`src/rtl/activation_pingpong_buffer_pkg.sv`:
```
// Shared types and helpers for the PIM activation ping-pong buffer.
package pim_act_pkg;

    localparam int ACT_DATA_W    = 32;
    localparam int ACT_NUM_WORDS = 9;

    typedef logic bank_idx_t;

    // Word 0 sits in the MSBs of the window vector.
    function automatic int word_lsb(input int idx, input int num_words, input int data_w);
        return (num_words - 1 - idx) * data_w;
    endfunction

endpackage

```
`src/rtl/activation_pingpong_buffer_act_bank.sv`:
```
// One activation bank: window storage, per-slot written mask and completeness flag.
module act_bank
    import pim_act_pkg::*;
#(
    parameter int DATA_W    = ACT_DATA_W,
    parameter int NUM_WORDS = ACT_NUM_WORDS,
    parameter int IDX_W     = 8
) (
    input  logic                        i_clk,
    input  logic                        i_rst,
    input  logic                        i_wr_en,
    input  logic [IDX_W-1:0]            i_wr_idx,
    input  logic [DATA_W-1:0]           i_wr_data,
    input  logic                        i_clr,
    input  logic                        i_clr_mask,
    output logic [NUM_WORDS*DATA_W-1:0] o_data,
    output logic                        o_complete
);

    logic [NUM_WORDS*DATA_W-1:0] data_q, data_d;
    logic [NUM_WORDS-1:0]        mask_q, mask_d;
    logic [NUM_WORDS-1:0]        wr_hit;

    always_comb begin
        data_d = data_q;
        wr_hit = '0;
        for (int w = 0; w < NUM_WORDS; w++) begin
            if (i_wr_en && i_wr_idx == IDX_W'(w)) begin
                wr_hit[w] = 1'b1;
                data_d[word_lsb(w, NUM_WORDS, DATA_W) +: DATA_W] = i_wr_data;
            end
        end
        // Commit only clears the mask; the data stays until the window is popped.
        mask_d = i_clr_mask ? '0 : (mask_q | wr_hit);
        if (i_clr) begin
            data_d = '0;
            mask_d = '0;
        end
    end

    always_ff @(posedge i_clk) begin
        if (i_rst) begin
            data_q <= '0;
            mask_q <= '0;
        end else begin
            data_q <= data_d;
            mask_q <= mask_d;
        end
    end

    assign o_data     = data_q;
    assign o_complete = &(mask_q | wr_hit);

endmodule

```
`src/rtl/activation_pingpong_buffer.sv`:
```
// Double-buffered activation window assembler between the PIM bus front end and array latch.
// Build option: ACT_BUF_ZERO_FILL_EN accepts incomplete commits (unwritten slots read 0).
module activation_pingpong_buffer
    import pim_act_pkg::*;
#(
    parameter int DATA_W    = ACT_DATA_W,
    parameter int NUM_WORDS = ACT_NUM_WORDS,
    parameter int IDX_W     = 8
) (
    input  logic                        i_clk,
    input  logic                        i_rst,
    input  logic                        i_in_valid,
    input  logic [IDX_W-1:0]            i_in_idx,
    input  logic [DATA_W-1:0]           i_in_data,
    output logic                        o_in_ready,
    input  logic                        i_commit,
    input  logic                        i_flush,
    output logic                        o_out_valid,
    input  logic                        i_out_ready,
    output logic [NUM_WORDS*DATA_W-1:0] o_out_data,
    output logic [1:0]                  o_level,
    output logic                        o_err
);

    logic [1:0]                        full_q, full_d;
    bank_idx_t                         wr_bank_q, wr_bank_d;
    bank_idx_t                         rd_bank_q, rd_bank_d;
    logic                              err_q, err_d;

    logic [1:0][NUM_WORDS*DATA_W-1:0]  bank_data;
    logic [1:0]                        bank_complete;
    logic [1:0]                        bank_wr_en, bank_clr, bank_clr_mask;

    logic in_ready, wr_fire, idx_ok, commit_fire, flush_fire, commit_ok, pop;

    always_comb begin
        in_ready    = !full_q[wr_bank_q];
        wr_fire     = i_in_valid && in_ready;
        idx_ok      = 32'(i_in_idx) < NUM_WORDS;
        commit_fire = i_commit && in_ready;
        flush_fire  = i_flush && in_ready;
        pop         = full_q[rd_bank_q] && i_out_ready;
`ifdef ACT_BUF_ZERO_FILL_EN
        commit_ok   = commit_fire && !flush_fire;
`else
        commit_ok   = commit_fire && !flush_fire && bank_complete[wr_bank_q];
`endif

        // Pop and commit always hit different banks, so both updates can apply.
        full_d = full_q;
        if (pop)       full_d[rd_bank_q] = 1'b0;
        if (commit_ok) full_d[wr_bank_q] = 1'b1;
        wr_bank_d = commit_ok ? ~wr_bank_q : wr_bank_q;
        rd_bank_d = pop ? ~rd_bank_q : rd_bank_q;

        err_d = err_q;
        if (wr_fire && !flush_fire && !idx_ok) err_d = 1'b1;
        if (i_commit && !in_ready)             err_d = 1'b1;
`ifndef ACT_BUF_ZERO_FILL_EN
        if (commit_fire && !flush_fire && !bank_complete[wr_bank_q]) err_d = 1'b1;
`endif

        for (int b = 0; b < 2; b++) begin
            bank_wr_en[b]    = wr_fire && idx_ok && !flush_fire && (wr_bank_q == bank_idx_t'(b));
            bank_clr[b]      = (flush_fire && (wr_bank_q == bank_idx_t'(b)))
                            || (pop && (rd_bank_q == bank_idx_t'(b)));
            bank_clr_mask[b] = commit_ok && (wr_bank_q == bank_idx_t'(b));
        end
    end

    always_ff @(posedge i_clk) begin
        if (i_rst) begin
            full_q    <= '0;
            wr_bank_q <= '0;
            rd_bank_q <= '0;
            err_q     <= 1'b0;
        end else begin
            full_q    <= full_d;
            wr_bank_q <= wr_bank_d;
            rd_bank_q <= rd_bank_d;
            err_q     <= err_d;
        end
    end

    for (genvar b = 0; b < 2; b++) begin : g_bank
        act_bank #(
            .DATA_W    (DATA_W),
            .NUM_WORDS (NUM_WORDS),
            .IDX_W     (IDX_W)
        ) u_bank (
            .i_clk      (i_clk),
            .i_rst      (i_rst),
            .i_wr_en    (bank_wr_en[b]),
            .i_wr_idx   (i_in_idx),
            .i_wr_data  (i_in_data),
            .i_clr      (bank_clr[b]),
            .i_clr_mask (bank_clr_mask[b]),
            .o_data     (bank_data[b]),
            .o_complete (bank_complete[b])
        );
    end

    assign o_in_ready  = in_ready;
    assign o_out_valid = full_q[rd_bank_q];
    assign o_out_data  = full_q[rd_bank_q] ? bank_data[rd_bank_q] : '0;
    assign o_level     = {1'b0, full_q[0]} + {1'b0, full_q[1]};
    assign o_err       = err_q;

endmodule

```
`config.mk`:
```
export PLATFORM = sky130hd
export DESIGN_NAME = activation_pingpong_buffer
export DESIGN_NICKNAME = d
export VERILOG_FILES = /design/src/rtl/activation_pingpong_buffer_pkg.sv /design/src/rtl/activation_pingpong_buffer_act_bank.sv /design/src/rtl/activation_pingpong_buffer.sv
export SDC_FILE = /design/constraint.sdc
export NUM_CORES = 2
export LEC_CHECK = 0
export ABC_AREA = 1
export CAP_MARGIN = 20
export CORE_MARGIN = 5
export CORE_UTILIZATION = 56
export DETAILED_ROUTE_END_ITERATION = 8
export PLACE_DENSITY = 0.8
export SYNTH_ARGS = -nofsm -noshare
export SYNTH_HDL_FRONTEND = slang
export SYNTH_SLANG_ARGS = --single-unit
```
`constraint.sdc`:
```
create_clock -name i_clk -period 2.3 [get_ports i_clk]
set_input_delay 0.23 -clock i_clk [delete_from_list [all_inputs] [get_ports i_clk]]
set_output_delay 0.23 -clock i_clk [all_outputs]
set_load 0.03 [all_outputs]
```
Yosys cells after proc, flatten, opt, wreduce, memory -nomap -nowiden
Index checks and enable logic that the tools add are counted.
- flip-flop bits (word level): 599
- bits of input ports: 46
- output and inout bits: 293
- logic and storage cells: 135
- $add $sub $neg: 1
- order comparisons: 5
- equality and inequality tests: 8
- mux-type cells: 36
- bitwise gates (word level): 7
- reduce and logical (&&, ||, !) cells: 54
- operator list (operator ; count):
    2-to-1 mux 288 bit ; 3
    logical AND 1 bit ; 40
    equality test 8 x 3 -> 1 bit, second input constant ; 4
    2-to-1 mux 1 bit ; 29
    bitwise OR 9 bit ; 2
    AND reduction 9 bit ; 2
    equality test 8 x 2 -> 1 bit, second input constant ; 2
    equality test 8 x 1 -> 1 bit, second input constant ; 1
    equality test 8 x 4 -> 1 bit, second input constant ; 1
    logical NOT 8 bit ; 1
    < comparator 8 x 4 -> 1 bit, second input constant ; 1
    OR reduction 3 bit ; 2
    logical NOT 1 bit ; 4
    < comparator 1 x 2 -> 1 bit, second input constant ; 2
    2-to-1 mux 2 bit ; 2
    OR reduction 2 bit ; 2
    nonzero test 3 bit ; 1
    adder 1 x 1 -> 2 bit ; 1
    bitwise AND 2 bit ; 1
    demux 1 bit (select 1 bit) ; 2
    >= comparator 1 bit, second input constant ; 2
    logical OR 1 bit ; 2
    inverter 1 bit ; 2
    inverter 2 bit ; 1
    bitwise OR 2 bit ; 1

Depth between registers and ports, before layout
- depth after elaboration: 16
- depth in mapped cells: 14

Modules after synthesis
A second synthesis with hierarchy kept.
- cells, all modules: 4236
- area total of the unflattened synthesis: 27393.8 um^2
- modules (own cells, without submodules) (module ; times used ; cells an instance ; area an instance (um^2)):
    act_bank ; 2 ; 1320 ; 10528.8
    activation_pingpong_buffer ; 1 ; 1596 ; 6336.1

Worst setup path before layout
OpenSTA, ideal clock, no wires.
- path type: register to register
- from: register wr_bank_q
- to: register g_bank[0].u_bank.data_q[0]
- arrival: 1.904 ns
- required time: 2.236 ns
- slack: 0.332 ns
- stages on the path, launching flop included: 11
- path buffers: 3
- cells stage by stage: dfxtp_1 buf_4 inv_2 nand2_1 nand2_2 inv_1 a31oi_2 buf_2 clkbuf_1 o21ai_0 nor2_1
- cells in the longest elaborated chain, start to end: 8
- elaborated cells on any way between the ends: 14
- those cells by class: mux (2); bitwise (1); reduce/logical (11)
- ends and longest elaborated chain (item ; RTL line ; text):
    start, declared ; activation_pingpong_buffer.sv:26 ; bank_idx_t wr_bank_q, wr_bank_d;
    start signal, assigned ; activation_pingpong_buffer.sv:79 ; wr_bank_q <= wr_bank_d;
    2-to-1 mux 1 bit (implied by the code) (*) (2 in a row) ; activation_pingpong_buffer.sv:37 ; in_ready = !full_q[wr_bank_q];
    logical NOT 1 bit (*) ; activation_pingpong_buffer.sv:37 ;
    via o_in_ready ; activation_pingpong_buffer.sv:15 ; output logic o_in_ready,
    logical AND 1 bit, on equally long branches ; activation_pingpong_buffer.sv:38, activation_pingpong_buffer.sv:41 ;
    logical AND 1 bit / logical NOT 1 bit (equally long branches) ; activation_pingpong_buffer.sv:64 ; bank_wr_en[b] = wr_fire && idx_ok && !flush_fire && (wr_bank_q == bank_idx_t'(b));
    logical AND 1 bit (2 in a row) ; activation_pingpong_buffer.sv:64 ;
    logical AND 1 bit ; activation_pingpong_buffer_act_bank.sv:28 ; if (i_wr_en && i_wr_idx == IDX_W'(w)) begin
    end signal, assigned ; activation_pingpong_buffer_act_bank.sv:46 ; data_q <= data_d;
    end, declared ; activation_pingpong_buffer_act_bank.sv:20 ; logic [NUM_WORDS*DATA_W-1:0] data_q, data_d;
Mark *: on every way through the listed nets, which the timed path passes. The rest lies on a longest branch. The select of a mux whose other input is x is not followed.
A chain may end at the register's enable or synchronous reset.

Worst setup path in the final report
- from: register rd_bank_q
- to: output port o_out_data[271]
- cells in the longest elaborated chain, start to end: 3
- elaborated cells on any way between the ends: 5
- those cells by class: mux (5)
- ends and longest elaborated chain (item ; RTL line ; text):
    start, declared ; activation_pingpong_buffer.sv:27 ; bank_idx_t rd_bank_q, rd_bank_d;
    start signal, assigned ; activation_pingpong_buffer.sv:80 ; rd_bank_q <= rd_bank_d;
    2-to-1 mux 288 bit (implied by the code) / 2-to-1 mux 1 bit (equally long branches) (2 in a row) ; activation_pingpong_buffer.sv:105 ; assign o_out_data = full_q[rd_bank_q] ? bank_data[rd_bank_q] : '0;
    2-to-1 mux 288 bit (*) ; activation_pingpong_buffer.sv:105 ;
    end, declared ; activation_pingpong_buffer.sv:20 ; output logic [NUM_WORDS*DATA_W-1:0] o_out_data,
Mark *: on every way between the ends. The rest lies on a longest branch, timed or not. The select of a mux whose other input is x is not followed.

==> summary by stage <==
Global routing
The largest net degree at the start of global routing is 85. In the global route stage, met1 resource usage came out at 0.446. The global routing's busiest layer is met2. The number of antenna violations at the first check in global routing came to 0. After global routing the overflow that remains totals 0.

The number of global-route vias before repair was 25977. The wire length of the first global-routing pass is 142000 um. In the global route stage, overall resource usage came out at 0.330. For met2 alone, demand over resource in global routing was 0.532.

In the global route stage, met3 resource usage came out at 0.0484.

STA
Hold is met by 0.232 ns. The max-slew violation total from the final report came to 0. The clock arrives with 0.0121 ns of skew.

Setup repair after global routing could not meet its margin everywhere. The achievable frequency is 422 MHz. After layout, the worst setup slack is -0.0703 ns. The worst-case headroom to the max-slew limit is 0.530. The transition at the pin with the smallest max-transition slack is 0.705 ns. Dividing the final minimum period by the clock period gives 1.03.

The worst path in the final design needs a cycle of 2.37 ns, including I/O delays and setup. The count of endpoints failing hold in the final timing report was 0. Setup violations remaining at the end of the flow were counted as 73.

Clock tree
The CTS tree is done. The root buffer cell chosen for the clock tree is sky130_fd_sc_hd__clkbuf_16. For this design, the CTS-stage hold fixing added 0 buffers. The clock passes through at most 3 buffers. The clock transition time at the flip-flop clock pins of the worst setup and hold paths is 0.06 ns. The tree built by TritonCTS fans out to 599 sinks.

The level count of the clock H-tree is 2. The clock network latency to the later pin of the worst-skew pair is 0.62 ns. The number of buffers added by the clock tree synthesis step is 59.

Critical path
The startpoint of the worst setup timing path is rd_bank_q. The kind of cell adding the most delay to the critical path is buffers and inverters. The terminus of the critical flop-to-flop path is g_bank[1].u_bank.o_data[36]. Walking the worst path, the cells encountered are buf_12 > clkinv_16 > nand2_8 > nand2_8 > buf_12 > clkbuf_16 > nand2_1 > inv_1 > buf_6. The highest net fanout along the worst path is 8. The highest-delay cell along the critical path is sky130_fd_sc_hd__dfxtp_4. The startpoint class of the critical path is a flip-flop. In this run the worst setup path terminates at o_out_data[271]. The worst setup path is captured at an output pin. In this run the critical register-to-register path is launched from rd_bank_q. The number of buffer and inverter instances along the worst setup path is 6. The reg-to-reg setup timing slack is 0.06 ns.

In this design, the stage delay of the slowest critical-path cell is 0.36 ns. STA puts the critical path data required time at 2.07 ns. The data arrival time of the worst path is 2.14 ns.

The number of logic stages on the critical path including buffering is 9. The type of the setup path with the least slack is flip-flop to output pin. For the worst flop-to-flop path, the logic depth is 13.

Routing
The vias per cell is 5.50. The number of iterations in the first detailed-routing pass is 8. The number of routed nets with antenna violations is 0.

For this run, design rule violations remaining after detail routing come to 0. The wire length reported by the detailed router is 98600 um. The detail-routed net length per standard cell is 18.9 um. The detailed router finished its first iteration with 3605 violations. The total via count after detailed routing is 28700.

Synthesis
Of the synthesized area, sequential elements account for 0.446. The total of flip-flops plus latches after synthesis is 599. The share of async-settable or async-resettable flops after synthesis is 0. The instance count of the mapped netlist is 4303. The most used flip-flop cell after synthesis is sky130_fd_sc_hd__dfxtp_1. The count of cell types in the netlist is 28. Each instance of the synthesized netlist takes up on average 6.25 um^2. Counting every net in the synthesized netlist gives 4350. The netlist area before placement is 26900 um^2. The number of warning messages in the yosys log is 0.

The number of enable-type register cells in the synthesized netlist is 0.

Worst hold path
The tightest min-delay check is of the input pin to flip-flop type.

Pwr
Dividing total power by cell area gives a power density of 613 nW/um^2. Overall power consumption after layout is estimated at 21500 uW. For this design the static power due to leakage is 0.0191 uW.

VDD sags by at most 0.476 mV.

Placed design
In this run the tool buffered the top-level ports with 338 buffer cells. The final RePlAce weighted congestion is 0.853. Summing all placed instances gives a cell area of 30600 um^2. Once detailed placement completed, the half-perimeter wirelength came to 51500 um.

Outcome
The run finished, with violations left. The final reports fail on negative setup slack.

Floorplanning
During I/O placement, the number of pins put on the boundary was 339. The core region is 47600 um^2. In this run the horizontal extent of the chip is 229 um. The floorplan step defined a die boundary enclosing 52500 um^2. From bottom edge to top edge, the die measures 229 um. The starting density of the core is 0.564.

The initialized floorplan defines 80 standard-cell rows.

Layout
The share of layout cells above drive strength 1 is 0.166. The sequential cells in the finished layout cover a total of 12000 um^2. The area taken by multi-input logic gates is 12700 um^2.

The antenna cell count is 0. The signed area change from the synthesized netlist to the final layout is 30.1%. The area of all placed cells without fillers is 35000 um^2. After filler insertion, the fill cell instance count of the layout stands at 3669. The number of nets in the layout is 4604.

Flow run
Max-cap violations in this run came to 0.
## sequential cells by signal, indices dropped and copies added (netlist names)
register,count
full_q,2
g_bank.u_bank.mask_q,18
g_bank.u_bank.o_data,576
o_err,1
rd_bank_q,1
wr_bank_q,1
## metrics by stage
| stage | util | setup slack, ns | setup TNS, ns | std cells |
|---|---|---|---|---|
| after floorplan | - | 0.332 | 0 | 4303 |
| after global placement | 0.642 | -0.00986 | -0.0775 | 5055 |
| after detailed placement | 0.642 | -0.0661 | -2.69 | 5055 |
| after CTS | 0.708 | -0.0540 | -1.88 | 5186 |
| after global routing | 0.734 | -0.0842 | -4.46 | 5218 |
| final | 0.734 | -0.0703 | -1.70 | 5218 |
## placed cells by master (no fill, tap or decap), types with 2 or more instances in the layout
| master | count |
|---|---|
| sky130_fd_sc_hd__a21oi_1 | 12 |
| sky130_fd_sc_hd__a31oi_4 | 2 |
| sky130_fd_sc_hd__buf_12 | 36 |
| sky130_fd_sc_hd__buf_16 | 28 |
| sky130_fd_sc_hd__buf_4 | 230 |
| sky130_fd_sc_hd__buf_6 | 161 |
| sky130_fd_sc_hd__bufbuf_16 | 2 |
| sky130_fd_sc_hd__bufinv_16 | 7 |
| sky130_fd_sc_hd__clkbuf_1 | 9 |
| sky130_fd_sc_hd__clkbuf_16 | 83 |
| sky130_fd_sc_hd__clkbuf_8 | 17 |
| sky130_fd_sc_hd__clkdlybuf4s50_1 | 48 |
| sky130_fd_sc_hd__clkinv_2 | 10 |
| sky130_fd_sc_hd__clkinvlp_4 | 2 |
| sky130_fd_sc_hd__dfxtp_1 | 598 |
| sky130_fd_sc_hd__inv_1 | 266 |
| sky130_fd_sc_hd__inv_2 | 80 |
| sky130_fd_sc_hd__nand2_1 | 1123 |
| sky130_fd_sc_hd__nand2_2 | 61 |
| sky130_fd_sc_hd__nand2_4 | 22 |
| sky130_fd_sc_hd__nand2_8 | 2 |
| sky130_fd_sc_hd__nand3_1 | 8 |
| sky130_fd_sc_hd__nand4_1 | 11 |
| sky130_fd_sc_hd__nand4_2 | 2 |
| sky130_fd_sc_hd__nand4_4 | 5 |
| sky130_fd_sc_hd__nor2_1 | 1184 |
| sky130_fd_sc_hd__nor2_2 | 6 |
| sky130_fd_sc_hd__o21ai_0 | 561 |
| sky130_fd_sc_hd__o21ai_1 | 15 |
## timing repair
action | 4_1_cts | 5_1_grt
cloned | 18 | 25
setup buffers | 6 | 7
endpoints found under the setup margin | 276 | 293
resized for setup | 130 | 245
pin swaps | 1 | 1
## report_power, final
part,internal (uW),total (uW),leakage [uW],switching [uW]
logic,229,751,0.0133,522
registers,10400,10400,0.00482,0.894
clock network,6150,10300,0.00103,4180
total,16800,21500,0.0191,4700
## cell families (layout without fill, tap and decap cells)
kind of cell    Yosys count  count (layout)  share of synthesized area
simple gates           2426            2427                      0.345
buf+inv                 684             983                     0.0966
flops                   599             599                      0.446
compound gates          593             593                      0.112
fa+ha+maj                 1               1                   0.000465
## cells in the mapped netlist (2+ instances only)
cell type	count	area, um^2
sky130_fd_sc_hd__nand4_4	5	106
sky130_fd_sc_hd__nand2_2	2	12.5
sky130_fd_sc_hd__buf_4	2	15.0
sky130_fd_sc_hd__buf_1	64	240
sky130_fd_sc_hd__a21oi_1	12	60.1
sky130_fd_sc_hd__buf_2	12	60.1
sky130_fd_sc_hd__o21ai_1	14	70.1
sky130_fd_sc_hd__nor2_2	4	25.0
sky130_fd_sc_hd__inv_1	340	1280
sky130_fd_sc_hd__nand3_1	8	40.0
sky130_fd_sc_hd__o21ai_0	562	2810
sky130_fd_sc_hd__nor2_1	1186	4450
sky130_fd_sc_hd__nand2_1	1205	4520
sky130_fd_sc_hd__nand4_2	2	25.0
sky130_fd_sc_hd__inv_2	8	30.0
sky130_fd_sc_hd__nand4_1	11	68.8
sky130_fd_sc_hd__dfxtp_1	599	12000
sky130_fd_sc_hd__clkbuf_1	257	965
## worst min-delay path by stage
stage / cells after the start / endpoint / from
after floorplan: 1 / full_q[1] / i_rst
after global placement: 2 / g_bank[1].u_bank.mask_q[5] / g_bank[1].u_bank.mask_q[5]
after detailed placement: 2 / g_bank[1].u_bank.mask_q[7] / g_bank[1].u_bank.mask_q[7]
after CTS: 3 / rd_bank_q / i_out_ready
after global routing: 2 / o_err / i_rst
final: 2 / o_err / i_rst
## metal layers
layer / vias to the layer above / routed length, um
met5: - / 0
met4: 0 / 5100
met3: 350 / 10800
met2: 1798 / 44600
met1: 13055 / 38000
li1: 13497 / -
## cell type report
type | instances | share of cell area
clock buffer | 87 | 0.0513
clock inverter | 20 | 0.00812
inverter | 348 | 0.0382
multi-input combinational | 3021 | 0.362
sequential | 599 | 0.343
tap | 615 | 0.0220
timing repair buffer | 528 | 0.176
No activity file was read; power rests on OpenSTA's default activity.
